### config.mk
export PLATFORM = sky130hd
export DESIGN_NAME = zlib_stream_packer
export DESIGN_NICKNAME = d
export VERILOG_FILES = /design/src/rtl/zlib_stream_packer.sv
export SDC_FILE = /design/constraint.sdc
export NUM_CORES = 1
export LEC_CHECK = 0
export CORE_MARGIN = 4
export CORE_UTILIZATION = 58
export DETAILED_ROUTE_END_ITERATION = 16
export HOLD_SLACK_MARGIN = 0.03
export PLACE_DENSITY = 0.77
export SYNTH_ARGS = -nofsm -noshare
export SYNTH_HDL_FRONTEND = slang
export SYNTH_SLANG_ARGS = --single-unit
### constraint.sdc
create_clock -name clk -period 6.92 [get_ports clk]
set_input_delay 1.038 -clock clk [delete_from_list [all_inputs] [get_ports clk]]
set_output_delay 1.038 -clock clk [all_outputs]
set_load 0.01 [all_outputs]
### src/rtl/zlib_stream_packer.sv
// zlib stream packer: frames pre-encoded fixed-Huffman symbols into a complete zlib
// stream (header, final block header, EOB, byte alignment, Adler-32 trailer).
module zlib_stream_packer #(
  parameter int         DATA_WD = 32,
  parameter int         SYM_WD  = 24,
  parameter int         LEN_WD  = 5,
  parameter logic [7:0] CMF     = 8'h78,
  parameter logic [7:0] FLG     = 8'h01,
  parameter int         NUM_WD  = 4
) (
  input  logic               clk,
  input  logic               rst,
  input  logic               start_i,
  input  logic               sym_val_i,
  output logic               sym_rdy_o,
  input  logic [SYM_WD-1:0]  sym_dat_i,
  input  logic [LEN_WD-1:0]  sym_len_i,
  input  logic               sym_lst_i,
  input  logic               raw_val_i,
  output logic               raw_rdy_o,
  input  logic [7:0]         raw_dat_i,
  input  logic               raw_lst_i,
  output logic               val_o,
  input  logic               rdy_i,
  output logic [DATA_WD-1:0] dat_o,
  output logic [NUM_WD-1:0]  num_o,
  output logic               lst_o,
  output logic               done_o,
  output logic               busy_o
);

  localparam int ACC_WD  = 2 * DATA_WD;
  localparam int FILL_WD = $clog2(ACC_WD) + 1;
  localparam logic [FILL_WD-1:0] WORD_BITS  = FILL_WD'(DATA_WD);
  localparam logic [NUM_WD-1:0]  WORD_BYTES = NUM_WD'(DATA_WD / 8);
  localparam logic [16:0]        ADLER_MOD  = 17'd65521;

  localparam logic [3:0] S_IDLE  = 4'd0;
  localparam logic [3:0] S_HDR   = 4'd1;
  localparam logic [3:0] S_BHDR  = 4'd2;
  localparam logic [3:0] S_DATA  = 4'd3;
  localparam logic [3:0] S_EOB   = 4'd4;
  localparam logic [3:0] S_ALIGN = 4'd5;
  localparam logic [3:0] S_AWAIT = 4'd6;
  localparam logic [3:0] S_ADLER = 4'd7;
  localparam logic [3:0] S_FLUSH = 4'd8;

  if ((int'(CMF) * 256 + int'(FLG)) % 31 != 0) begin : g_bad_fcheck
    $error("zlib_stream_packer: CMF/FLG pair fails the FCHECK rule");
  end
  if (SYM_WD > DATA_WD) begin : g_bad_sym_wd
    $error("zlib_stream_packer: SYM_WD must not exceed DATA_WD");
  end

  logic [3:0]         state_q, state_d;
  logic [ACC_WD-1:0]  acc_q, acc_d;
  logic [FILL_WD-1:0] fill_q, fill_d;
  logic [2:0]         bcnt_q, bcnt_d;
  logic [15:0]        s1_q, s1_d, s2_q, s2_d;
  logic               raw_done_q, raw_done_d;
  logic               done_q, done_d;

  logic               in_flush, can_push, pop, push;
  logic [FILL_WD-1:0] push_len, pop_len, fill_base;
  logic [DATA_WD-1:0] push_val, sym_mask;
  logic [ACC_WD-1:0]  acc_base;
  logic [2:0]         bcnt_eob;
  logic [16:0]        s1_sum, s2_sum;
  logic [15:0]        s1_new, s2_new;

  assign in_flush  = (state_q == S_FLUSH);
  assign can_push  = (fill_q < WORD_BITS);
  assign val_o     = (fill_q >= WORD_BITS) | (in_flush & (fill_q != '0));
  assign lst_o     = in_flush & (fill_q != '0) & (fill_q <= WORD_BITS);
  assign pop       = val_o & rdy_i;
  assign dat_o     = acc_q[DATA_WD-1:0];
  assign num_o     = !val_o ? '0 :
                     (in_flush & (fill_q < WORD_BITS)) ? NUM_WD'((fill_q + FILL_WD'(7)) >> 3) :
                     WORD_BYTES;
  assign busy_o    = (state_q != S_IDLE);
  assign sym_rdy_o = (state_q == S_DATA) & can_push;
  assign raw_rdy_o = busy_o & ~raw_done_q;
  assign done_o    = done_q;
  assign sym_mask  = (DATA_WD'(1) << sym_len_i) - DATA_WD'(1);
  assign bcnt_eob  = bcnt_q + 3'd7;

  // Stream sequencer: each framing state contributes one push once there is room.
  always_comb begin
    state_d  = state_q;
    push     = 1'b0;
    push_len = '0;
    push_val = '0;
    case (state_q)
      S_IDLE:  if (start_i) state_d = S_HDR;
      S_HDR: if (can_push) begin
        push = 1'b1; push_len = FILL_WD'(16); push_val = DATA_WD'({FLG, CMF});
        state_d = S_BHDR;
      end
      S_BHDR: if (can_push) begin
        push = 1'b1; push_len = FILL_WD'(3); push_val = DATA_WD'(3'b011);
        state_d = S_DATA;
      end
      S_DATA: if (sym_val_i & can_push) begin
        push = 1'b1; push_len = FILL_WD'(sym_len_i);
        push_val = DATA_WD'(sym_dat_i) & sym_mask;
        if (sym_lst_i) state_d = S_EOB;
      end
      S_EOB: if (can_push) begin
        push = 1'b1; push_len = FILL_WD'(7);
        state_d = (bcnt_eob != 3'd0) ? S_ALIGN : S_AWAIT;
      end
      S_ALIGN: if (can_push) begin
        push = 1'b1; push_len = FILL_WD'(4'd8 - {1'b0, bcnt_q});
        state_d = S_AWAIT;
      end
      S_AWAIT: if (raw_done_q) state_d = S_ADLER;
      S_ADLER: if (can_push) begin
        push = 1'b1; push_len = FILL_WD'(32);
        push_val = DATA_WD'({s1_q[7:0], s1_q[15:8], s2_q[7:0], s2_q[15:8]});
        state_d = S_FLUSH;
      end
      S_FLUSH: if (pop & lst_o) state_d = S_IDLE;
      default: state_d = S_IDLE;
    endcase
  end

  // Accumulator: retire the output word first, then append the new field above what remains.
  always_comb begin
    pop_len   = (in_flush & (fill_q < WORD_BITS)) ? fill_q : WORD_BITS;
    acc_base  = pop ? (acc_q >> DATA_WD) : acc_q;
    fill_base = pop ? (fill_q - pop_len) : fill_q;
    acc_d     = acc_base;
    fill_d    = fill_base;
    bcnt_d    = bcnt_q;
    if (push) begin
      acc_d  = acc_base | ({{DATA_WD{1'b0}}, push_val} << fill_base);
      fill_d = fill_base + push_len;
      bcnt_d = bcnt_q + push_len[2:0];
    end
    if ((state_q == S_IDLE) & start_i) bcnt_d = '0;
    done_d = pop & lst_o;
  end

  always_comb begin
    s1_sum     = {1'b0, s1_q} + {9'b0, raw_dat_i};
    s1_new     = 16'((s1_sum >= ADLER_MOD) ? s1_sum - ADLER_MOD : s1_sum);
    s2_sum     = {1'b0, s2_q} + {1'b0, s1_new};
    s2_new     = 16'((s2_sum >= ADLER_MOD) ? s2_sum - ADLER_MOD : s2_sum);
    s1_d       = s1_q;
    s2_d       = s2_q;
    raw_done_d = raw_done_q;
    if ((state_q == S_IDLE) & start_i) begin
      s1_d = 16'd1; s2_d = 16'd0; raw_done_d = 1'b0;
    end else if (raw_val_i & raw_rdy_o) begin
      s1_d = s1_new; s2_d = s2_new; raw_done_d = raw_lst_i;
    end
  end

  always_ff @(posedge clk or posedge rst) begin
    if (rst) begin
      state_q    <= S_IDLE;
      acc_q      <= '0;
      fill_q     <= '0;
      bcnt_q     <= '0;
      s1_q       <= 16'd1;
      s2_q       <= 16'd0;
      raw_done_q <= 1'b0;
      done_q     <= 1'b0;
    end else begin
      state_q    <= state_d;
      acc_q      <= acc_d;
      fill_q     <= fill_d;
      bcnt_q     <= bcnt_d;
      s1_q       <= s1_d;
      s2_q       <= s2_d;
      raw_done_q <= raw_done_d;
      done_q     <= done_d;
    end
  end

endmodule

# [Word-level counts from Yosys, hierarchy flattened]
# Index checks and enable logic that the tools add are counted.
[totals] regBits=112 inputBits=45 wordCells=110
[classes] add_sub_neg=11 magnitude_cmp=5 eq_ne=18 shift=2 mux=44 bitwise_logic=14 reduce_logical=8
[ops] op="two-way mux 64 bit" n=2
[ops] op="case mux 32 bit (4 select lines)" n=1
[ops] op="two-way mux 16 bit" n=6
[ops] op="two-way mux 32 bit" n=2
[ops] op="OR 64 bit" n=1
[ops] op="left shift 32 x 7 -> 64 bit" n=1
[ops] op="two-way mux 4 bit" n=12
[ops] op="case mux 7 bit (6 select lines)" n=1
[ops] op="case mux 4 bit (9 select lines)" n=1
[ops] op=">= comparator 17 x 16 -> 1 bit (second input constant)" n=2
[ops] op="bitwise AND 24 x 32 -> 32 bit" n=1
[ops] op="left shift 1 x 5 -> 32 bit (first input constant)" n=1
[ops] op="subtractor 16 bit (second input constant)" n=2
[ops] op="subtractor 32 x 2 -> 32 bit (second input constant)" n=1
[ops] op="two-way mux 7 bit" n=4
[ops] op="inequality test 2 bit (second input constant)" n=9
[ops] op="adder 16 x 16 -> 17 bit" n=1
[ops] op="adder 16 x 8 -> 17 bit" n=1
[ops] op="== test 4 x 3 -> 1 bit (second input constant)" n=4
[ops] op="bitwise AND 1 bit" n=10
[ops] op="two-way mux 5 bit" n=2
[ops] op="AND reduction 10 bit" n=1
[ops] op="two-way mux 3 bit" n=3
[ops] op="two-way mux 9 bit" n=1
[ops] op="other kinds (25)" n=32

# [Longest topological paths before layout]
# Gate-level depths: netlist of the first run.
[depth] depth_word=8 ltp_mapped=23 ltp_nobuf=22

# [Least setup slack after synthesis of the first run]
# Ideal clock, no wire load.
[synth_path] kind="input port to flip-flop" startpoint="in raw_dat_i[0]" endpoint="reg s2_q[11]" setup_ns=0.131 t_arrival_ns=6.415 slack_ns=0.374 path_stages=22 path_buffers=0 cell_sequence="ha_1 fa_1 a21o_1 a221oi_1 xor2_1 a311oi_1 o211ai_1 or3_1 nand2_1 xnor2_1 ha_1 inv_1 fa_1 nand3b_1 a211oi_2 o21ai_1 xnor2_1 and4bb_2 o2111ai_1 a2111oi_0 xor2_1 o21ai_1"
[synth_between] elab_chain_cells=8
[synth_rtl] element="from (decl)" line_no="21" rtl="input logic [7:0] raw_dat_i,"
[synth_rtl] element="adder 16 x 8 -> 17 bit *" line_no="145" rtl="s1_sum = {1'b0, s1_q} + {9'b0, raw_dat_i};"
[synth_rtl] element="subtractor 16 bit / >= comparator 17 x 16 -> 1 bit (equally long branches)" line_no="146" rtl="s1_new = 16'((s1_sum >= ADLER_MOD) ? s1_sum - ADLER_MOD : s1_sum);"
[synth_rtl] element="two-way mux 16 bit *" line_no="146"
[synth_rtl] element="adder 16 x 16 -> 17 bit *" line_no="147" rtl="s2_sum = {1'b0, s2_q} + {1'b0, s1_new};"
[synth_rtl] element="subtractor 16 bit / >= comparator 17 x 16 -> 1 bit (equally long branches)" line_no="148" rtl="s2_new = 16'((s2_sum >= ADLER_MOD) ? s2_sum - ADLER_MOD : s2_sum);"
[synth_rtl] element="two-way mux 16 bit *" line_no="148"
[synth_rtl] element="two-way mux 16 bit *" line_no="154" rtl="end else if (raw_val_i & raw_rdy_o) begin"
[synth_rtl] element="two-way mux 16 bit *" line_no="152" rtl="if ((state_q == S_IDLE) & start_i) begin"
[synth_rtl] element="to (signal assigned)" line_no="166" rtl="s2_q <= 16'd0;"
[synth_rtl] element="to (signal assigned)" line_no="175" rtl="s2_q <= s2_d;"
[synth_rtl] element="to (decl)" line_no="59" rtl="logic [15:0] s1_q, s1_d, s2_q, s2_d;"
# Every way passes the cells marked *; elsewhere a longest branch is shown, timed or not. The select of a mux whose other input is x is not followed.
# A chain may end at the register's enable or synchronous reset.

# [Final worst setup path of the first run]
[layout_path] startpoint="in raw_dat_i[0]" endpoint="reg s2_q[14]"
# Same word-level chain as after synthesis.

==> results of run 1 <==
[stage by stage]
stage	hold WS, ns	instance area [sq um]	cells	worst slack (ns)	setup TNS (ns)
3_5_place_dp	0.456	12200	1700	-0.283	-2.35
3_3_place_gp	0.453	12200	1700	-0.111	-0.384
4_1_cts	0.475	12600	1716	0.0931	0
5_1_grt	0.524	12700	1717	-0.0992	-0.168
2_1_floorplan	0.439	10800	1391	0.374	0
6_report	0.475	12700	1717	0.247	0
[cell usage after synthesis, types with 10 or more instances]
cell type,count
a31oi_1,15
nor3b_1,10
o21a_1,11
a21o_1,26
o22ai_1,27
clkbuf_1,68
xor2_1,16
a21oi_1,79
and2_1,10
a211o_1,10
mux2i_1,59
inv_1,34
nor3_1,32
o31ai_1,18
buf_2,17
o211ai_1,21
a211oi_1,13
and3_1,21
nand2b_1,13
dfrtp_1,111
nor2_1,125
or3_1,14
nand4_1,13
a22o_1,11
buf_4,35
ha_1,41
nand3_1,77
o21ai_0,93
xnor2_1,27
nor4_1,12
o21ai_1,15
nand2_1,149
[worst min-delay path, stage by stage, from the launching register on]
cell and delay [ns]:
dfrtp_1 0.35, nand2_1 0.05, nand2_1 0.05
[metal layers]
metal	wire length (um)	part of all wire (%)	GRT usage, %	vias to the layer above
li1	-	-	-	5304
met1	14300	40	43.6	5381
met2	16500	47	52.9	614
met3	2600	7.4	5.22	118
met4	1900	5.4	17.5	0
met5	0	0	0	-
[state kept, by name, summed over array words and instances, names as in the netlist]
name	count
acc_q	64
bcnt_q	3
done_o	1
fill_q	7
raw_done_q	1
s1_q	16
s2_q	16
state_q	4
[repair_timing]
action / in CTS / in global routing
resized for setup: 0 / 24
setup endpoints to repair: 0 / 16
buffers inserted: 0 / 1
[worst min path at each step]
stage	depth (start not counted)	to	from	slack, ns
2_1_floorplan	2	acc_q[39]	acc_q[39]	0.44
3_3_place_gp	2	acc_q[39]	acc_q[39]	0.45
3_5_place_dp	2	acc_q[39]	acc_q[39]	0.46
4_1_cts	2	acc_q[39]	acc_q[39]	0.48
5_1_grt	1	acc_q[60]	acc_q[60]	0.52
6_report	2	acc_q[39]	acc_q[39]	0.48
[cell type report]
class	instances	area (sq um)
Fill cell	1562	5500
Multi-Input combinational cell	1115	7320
Timing Repair Buffer	207	1770
Tap cell	229	287
Clock inverter	7	100
Sequential cell	112	2800
Clock buffer	9	225
Inverter	38	145
[power groups by stage]
stage / logic (uW) / registers [uW] / clock network [uW]
after detailed placement: 4680 / 1190 / 0
final: 4910 / 1190 / 579
after floorplan: 3250 / 1040 / 0
after global routing: 5340 / 1220 / 603
after global placement: 4600 / 1180 / 0
after CTS: 4720 / 1180 / 577
[cell usage in the layout (no fill, tap or decap), types with 11 or more instances in the layout]
cell / n
nand2_1: 148
nor2_1: 123
buf_4: 122
dfrtp_1: 111
o21ai_0: 90
clkdlybuf4s50_1: 85
a21oi_1: 78
nand3_1: 77
mux2i_1: 58
ha_1: 39
inv_1: 33
nor3_1: 31
xnor2_1: 27
o22ai_1: 27
a21o_1: 26
and3_1: 21
o211ai_1: 21
o31ai_1: 18
o21ai_1: 16
xor2_1: 16
a31oi_1: 15
or3_1: 14
a211oi_1: 13
nand4_1: 13
nand2b_1: 13
nor4_1: 12
a22o_1: 11
o21a_1: 11
[kinds of logic after synthesis]
family / count (synthesis) / share of synthesized area [%]
DFF: 112 / 26.0
AOI/OAI and AO/OA: 433 / 27.4
muxes: 67 / 6.44
xor gates and xnor gates: 43 / 3.49
other: 2 / 0.0695
buffers and inverters: 164 / 7.25
adders and majority gates: 45 / 5.49
and+or+nand+nor: 525 / 23.9
==> metrics, run 1 <==
root buffer cell clkbuf_16; hold_buf cts 0; TritonCTS clock tree built; Worst Clk Skew about 0.02 ns; starting DRC count in detailed routing between 1k and 1.5k; Crit-path slowest cell clkdlybuf4s50_1; CP Depth 26; Die Height around 140 um; antenna-violating nets left 0; register area share after synthesis 26.0%; Combinational Power Share 73.5%; CP max stage delay between 0.4 and 0.5 ns; Syn Area/Cell a little under 8 sq um; Netlist cell types 95; Worst Path Arrival 6.91 ns; pwr dens approximately 530 nW/um^2; TritonCTS Buffers 9; Worst Path Buf+Inv 5; synth top area cells dfrtp_1, mux2i_1, nand2_1; final RePlAce weighted congestion 1.00; Fmax around 0.15 GHz; Worst R2R End s2_q[14]; delay-heaviest family, CP compound AO/OA/AOI/OAI gates; number of port buffers 85; global route total overflow 0; Critical Path Source raw_dat_i[0]; final count of pins violating max slew 0; Worst VDD drop 0.501 mV; Slew @ Worst Pin ~1.2 ns; Post-synth EDFFs 0; Worst Setup EP s2_q[14]; nets 1573; Via Count about 11k; HPWL after DPL approximately 27000 um; static leakage around 0.0055 uW; crit share post-route 96.4%; critical path capture point type register; Floorplan Core Area around 18000 sq um; global-route wire length before repair 55400 um; slew margin rel. approximately a fifth; Psw about 3400 uW; H-tree levels 3; sequential share of power 17.9%; latest clock arrival within the worst-skew pair about 0.38 ns; Post-synth ARST share between 90% and 100%; Vias/cell 6.65; Final setup viols 0; Hold Path Class reg2reg; Final Critical Period ~6.7 ns; r2r setup slk between 0.7 and 0.8 ns; Worst Path Max Fanout 8; initial cell density of the core around three fifths; synthesized area 10800 sq um; Reg clk slew, reported paths ~0.08 ns; YS warnings 0; RR Startpoint s1_q[0]; Max clock buf depth 2; kind of critical path in2reg; largest area contributor in the netlist dfrtp_1; RSZ-0062 raised after global routing true; pin count of the biggest net entering global routing 67; Pre-Repair DR Iteration Count 6; Row Count 49; Finished Core Util between 60% and 70%; Tot Pwr around 6700 uW; initial antenna violation count 0; CP Launch Type primary input; final wirelength between 30000 and 40000 um; Required @ worst endpoint 7.16 ns; I/O pins 87; Synth top area share about a quarter; syn nets about 1.5k; WL/cell just over 20 um; Main synth FF type dfrtp_1; status complete, no violations; Clock Sink Count ~110; DRC viols 0; P&R area growth vs syn 17.1%; overall routing resource usage between 30% and 40%; layout cells sized above 1 13.2%; Seq cells post-synth around 110; switching share of power a little over 50%; Clock power frac a little under 9%; synthesized netlist cell count between 1k and 1.5k; vias in the first global route between 10k and 15k; # Max-Cap Violations 0; n_diodes 0; Internal roughly 3300 uW; Total Die Area between 20000 and 25000 sq um; final hold vios 0; cells on worst reg2reg path 25; DIE WIDTH roughly 140 um
Note: power is estimated with default switching activity, not from simulation.
==> inputs of run 2 (changes only) <==
- CTS_CLUSTER_SIZE: not set -> 40
- PLACE_DENSITY: 0.77 -> 0.83
==> run 2 against run 1 <==
Critical path depth down 2. Worst setup slack worse by 0.018 ns. First-iteration DRC count fell by 5.2%. Via count is 0.69% lower. Routed wire length fell by 1.3%. Count of clock-buffer cells in the layout unchanged. Power shrank 2.6%. Non-clock buffer count down 37. Sequential share of layout area rose by 0.57 points. Clock power about the same. Largest cell class unchanged. Sequential power about the same.
==> metrics, run 2 (same netlist as run 1, synthesis figures left out) <==
kind of critical path in2reg (unchanged); CP max stage delay 0.42 ns (was 0.46 ns); DRC viols 0 (unchanged); Finished Core Util 68.0% (was 69.7%); final RePlAce weighted congestion 0.958 (was 1.00); pin count of the biggest net entering global routing 75 (was 67); Fill cells 1490 (was 1562); Post-CTS Repair Setup Buffers 0 (unchanged); Slew @ Worst Pin 1.26 ns (was 1.21 ns); final hold vios 0 (unchanged); HPWL after DPL 26200 um (was 26800 um); TritonCTS Buffers 9 (unchanged); Max clock buf depth 2 (unchanged); starting DRC count in detailed routing 1420 (was 1498); Clock Sink Count 112 (unchanged); Final Critical Period 6.69 ns (was 6.67 ns); Pre-Repair DR Iteration Count 6 (unchanged); Floorplan Core Area 18100 sq um (unchanged); final wirelength 34800 um (was 35200 um); delay-heaviest family, CP compound AO/OA/AOI/OAI gates (unchanged); status complete, no violations (unchanged); I/O pins 87 (unchanged); static leakage 0.00528 uW (was 0.00547 uW); H-tree levels 3 (unchanged); most frequent cells in the layout nand2_1, nor2_1, dfrtp_1, o21ai_0 (was nand2_1, nor2_1, buf_4, dfrtp_1, o21ai_0); latest clock arrival within the worst-skew pair 0.38 ns (about the same); n_diodes 0 (unchanged); crit share post-route 96.7% (was 96.4%); TritonCTS clock tree built (unchanged); Hold Crit Start acc_q[51] (was acc_q[39]); global route total overflow 0 (unchanged); slew margin rel. 16.1% (was 19.3%); vias in the first global route 10.4k (was 10.6k); WL/cell 20.7 um (was 20.5 um); initial cell density of the core 59.5% (unchanged); Fmax 0.149 GHz (was 0.150 GHz); Reg with most FFs acc_q (unchanged); root buffer cell clkbuf_16 (unchanged); commonest non-fill, non-tap cell in the layout nand2_1 (unchanged); # Max-Cap Violations 0 (unchanged); Worst VDD drop 0.601 mV (was 0.501 mV); critical path capture point type register (unchanged); Required @ worst endpoint 7.16 ns (about the same); cells on worst reg2reg path 25 (unchanged); Vias/cell 6.75 (was 6.65); initial antenna violation count 0 (unchanged); RR Startpoint s1_q[0] (unchanged); Crit-path slowest cell or3_1 (was clkdlybuf4s50_1); CP Launch Type primary input (unchanged); Final setup viols 0 (unchanged); P&R area growth vs syn 14.2% (was 17.1%); Worst Path Buf+Inv 3 (was 5); number of port buffers 85 (unchanged); setup TNS 0 ns (unchanged); antenna-violating nets left 0 (unchanged); nets 1536 (was 1573); Tot Pwr 6510 uW (was 6680 uW); Worst Clk Skew 0.0147 ns (was 0.0203 ns); r2r setup slk 0.91 ns (was 0.76 ns); Row Count 49 (unchanged); global-route wire length before repair 55200 um (was 55400 um); DIE WIDTH 144 um (unchanged); Hold Path Class reg2reg (unchanged); biggest regs acc_q (64), s1_q (16), s2_q (16) (unchanged); hold-critical path depth 2 (unchanged); final count of pins violating max slew 0 (unchanged); pwr dens 528 nW/um^2 (about the same); Via Count 11.3k (was 11.4k); layout cells sized above 1 10.5% (was 13.2%); hold endpoint acc_q[19] (was acc_q[39]); Worst R2R End s2_q[6] (was s2_q[14]); Worst Path Arrival 6.93 ns (was 6.91 ns); Total Die Area 20900 sq um (unchanged); Worst Path Max Fanout 10 (was 8); overall routing resource usage 33.1% (was 33.2%); Die Height 144 um (unchanged); Largest register FFs 64 (unchanged); CP Cell Sequence clkdlybuf4s50_1 > ha_1 > fa_1 > a21o_1 > a221oi_1 > xor2_1 > a311oi_1 > o211ai_1 > or3_1 > nand2_1 > xnor2_1 > ha_1 > inv_1 > fa_1 > nand3b_1 > a211oi_4 > nor3_1 > nor3_1 > and4bb_2 > o2111ai_2 > buf_4 > a211oi_1 > xnor2_1 > o21ai_0; Reg clk slew, reported paths 0.09 ns (was 0.08 ns)
-- run 2: cell count changes in the layout (fill, tap and decap cells not counted), sizes merged --
cell and delta:
buf -37
-- run 2: timing repair --
| item | 4_1_cts | 5_1_grt |
|---|---|---|
| endpoints found under the hold margin | 0 | 0 |
| hold buffers | 0 | 0 |
| endpoints found under the setup margin | 0 | 15 |
| resized for setup | 0 | 15 |
-- run 2: worst max-delay path by stage --
stage / start / to / cells past startpoint / slack [ns]
2_1_floorplan: raw_dat_i[0] / s2_q[11] / 22 / 0.37
3_3_place_gp: raw_dat_i[0] / s2_q[11] / 22 / -0.004
3_5_place_dp: raw_dat_i[0] / s2_q[11] / 23 / -0.20
4_1_cts: raw_dat_i[0] / s2_q[11] / 23 / 0.18
5_1_grt: raw_dat_i[0] / s2_q[8] / 25 / -0.04
6_report: raw_dat_i[0] / s2_q[6] / 24 / 0.23
-- run 2: layout make-up --
cell class / count / area [sq um] / area share, %
sequential: 112 / 2800 / 22.7
inverter: 38 / 145 / 1.18
clock inverter: 7 / 92.6 / 0.751
timing repair buffer: 170 / 1490 / 12.1
tap: 229 / 287 / 2.32
clock buffer: 9 / 225 / 1.83
multi-input combinational: 1115 / 7290 / 59.1
-- run 2: routing by layer --
layer  routed length [um]  global-route usage (%)  part of all wire (%)
met5                    0                       0                     0
met4                 1740                    14.6                   5.0
met2                15900                    52.9                    46
met1                14400                    44.2                    41
met3                 2730                    5.39                   7.8
-- run 2: worst register-to-register path, stage by stage (launching register included) --
cell and delay (ns):
dfstp_2 0.57, ha_1 0.20, buf_4 0.12, a211oi_1 0.05
buf_4 0.14, o21a_1 0.20, o221ai_1 0.38, buf_4 0.20
a31oi_1 0.09, a211o_1 0.33, or3_1 0.34, nand2_1 0.13
xnor2_1 0.18, ha_1 0.23, inv_1 0.07, fa_1 0.38
nand3b_1 0.25, a211oi_4 0.36, nor3_1 0.10, nor3_1 0.27
and4bb_2 0.29, o2111ai_2 0.20, buf_4 0.23, a211oi_1 0.30
xnor2_1 0.16, o21ai_0 0.09
-- run 2: per-stage QoR --
step / std cells / hold WS (ns) / cell area (sq um) / setup slack [ns]
after global routing: 1680 / 0.514 / 12300 / -0.0370
after detailed placement: 1664 / 0.458 / 12000 / -0.204
after floorplan: 1391 / 0.439 / 10800 / 0.374
after CTS: 1680 / 0.492 / 12300 / 0.179
after global placement: 1664 / 0.453 / 12000 / -0.00368
final: 1680 / 0.488 / 12300 / 0.229
-- run 2: where the power goes --
part / switching [uW] / leakage [uW] / total [uW] / internal, uW
combinational: 2780 / 0.00369 / 4730 / 1950
clock: 283 / 0.000156 / 576 / 293
sequential: 304 / 0.00143 / 1200 / 900
total: 3370 / 0.00528 / 6510 / 3140
==> inputs of run 3 (changes only) <==
- SLEW_MARGIN: not set -> 15
==> results of run 3 <==
The final DEF is identical to that of run 2; final timing and power are the same.
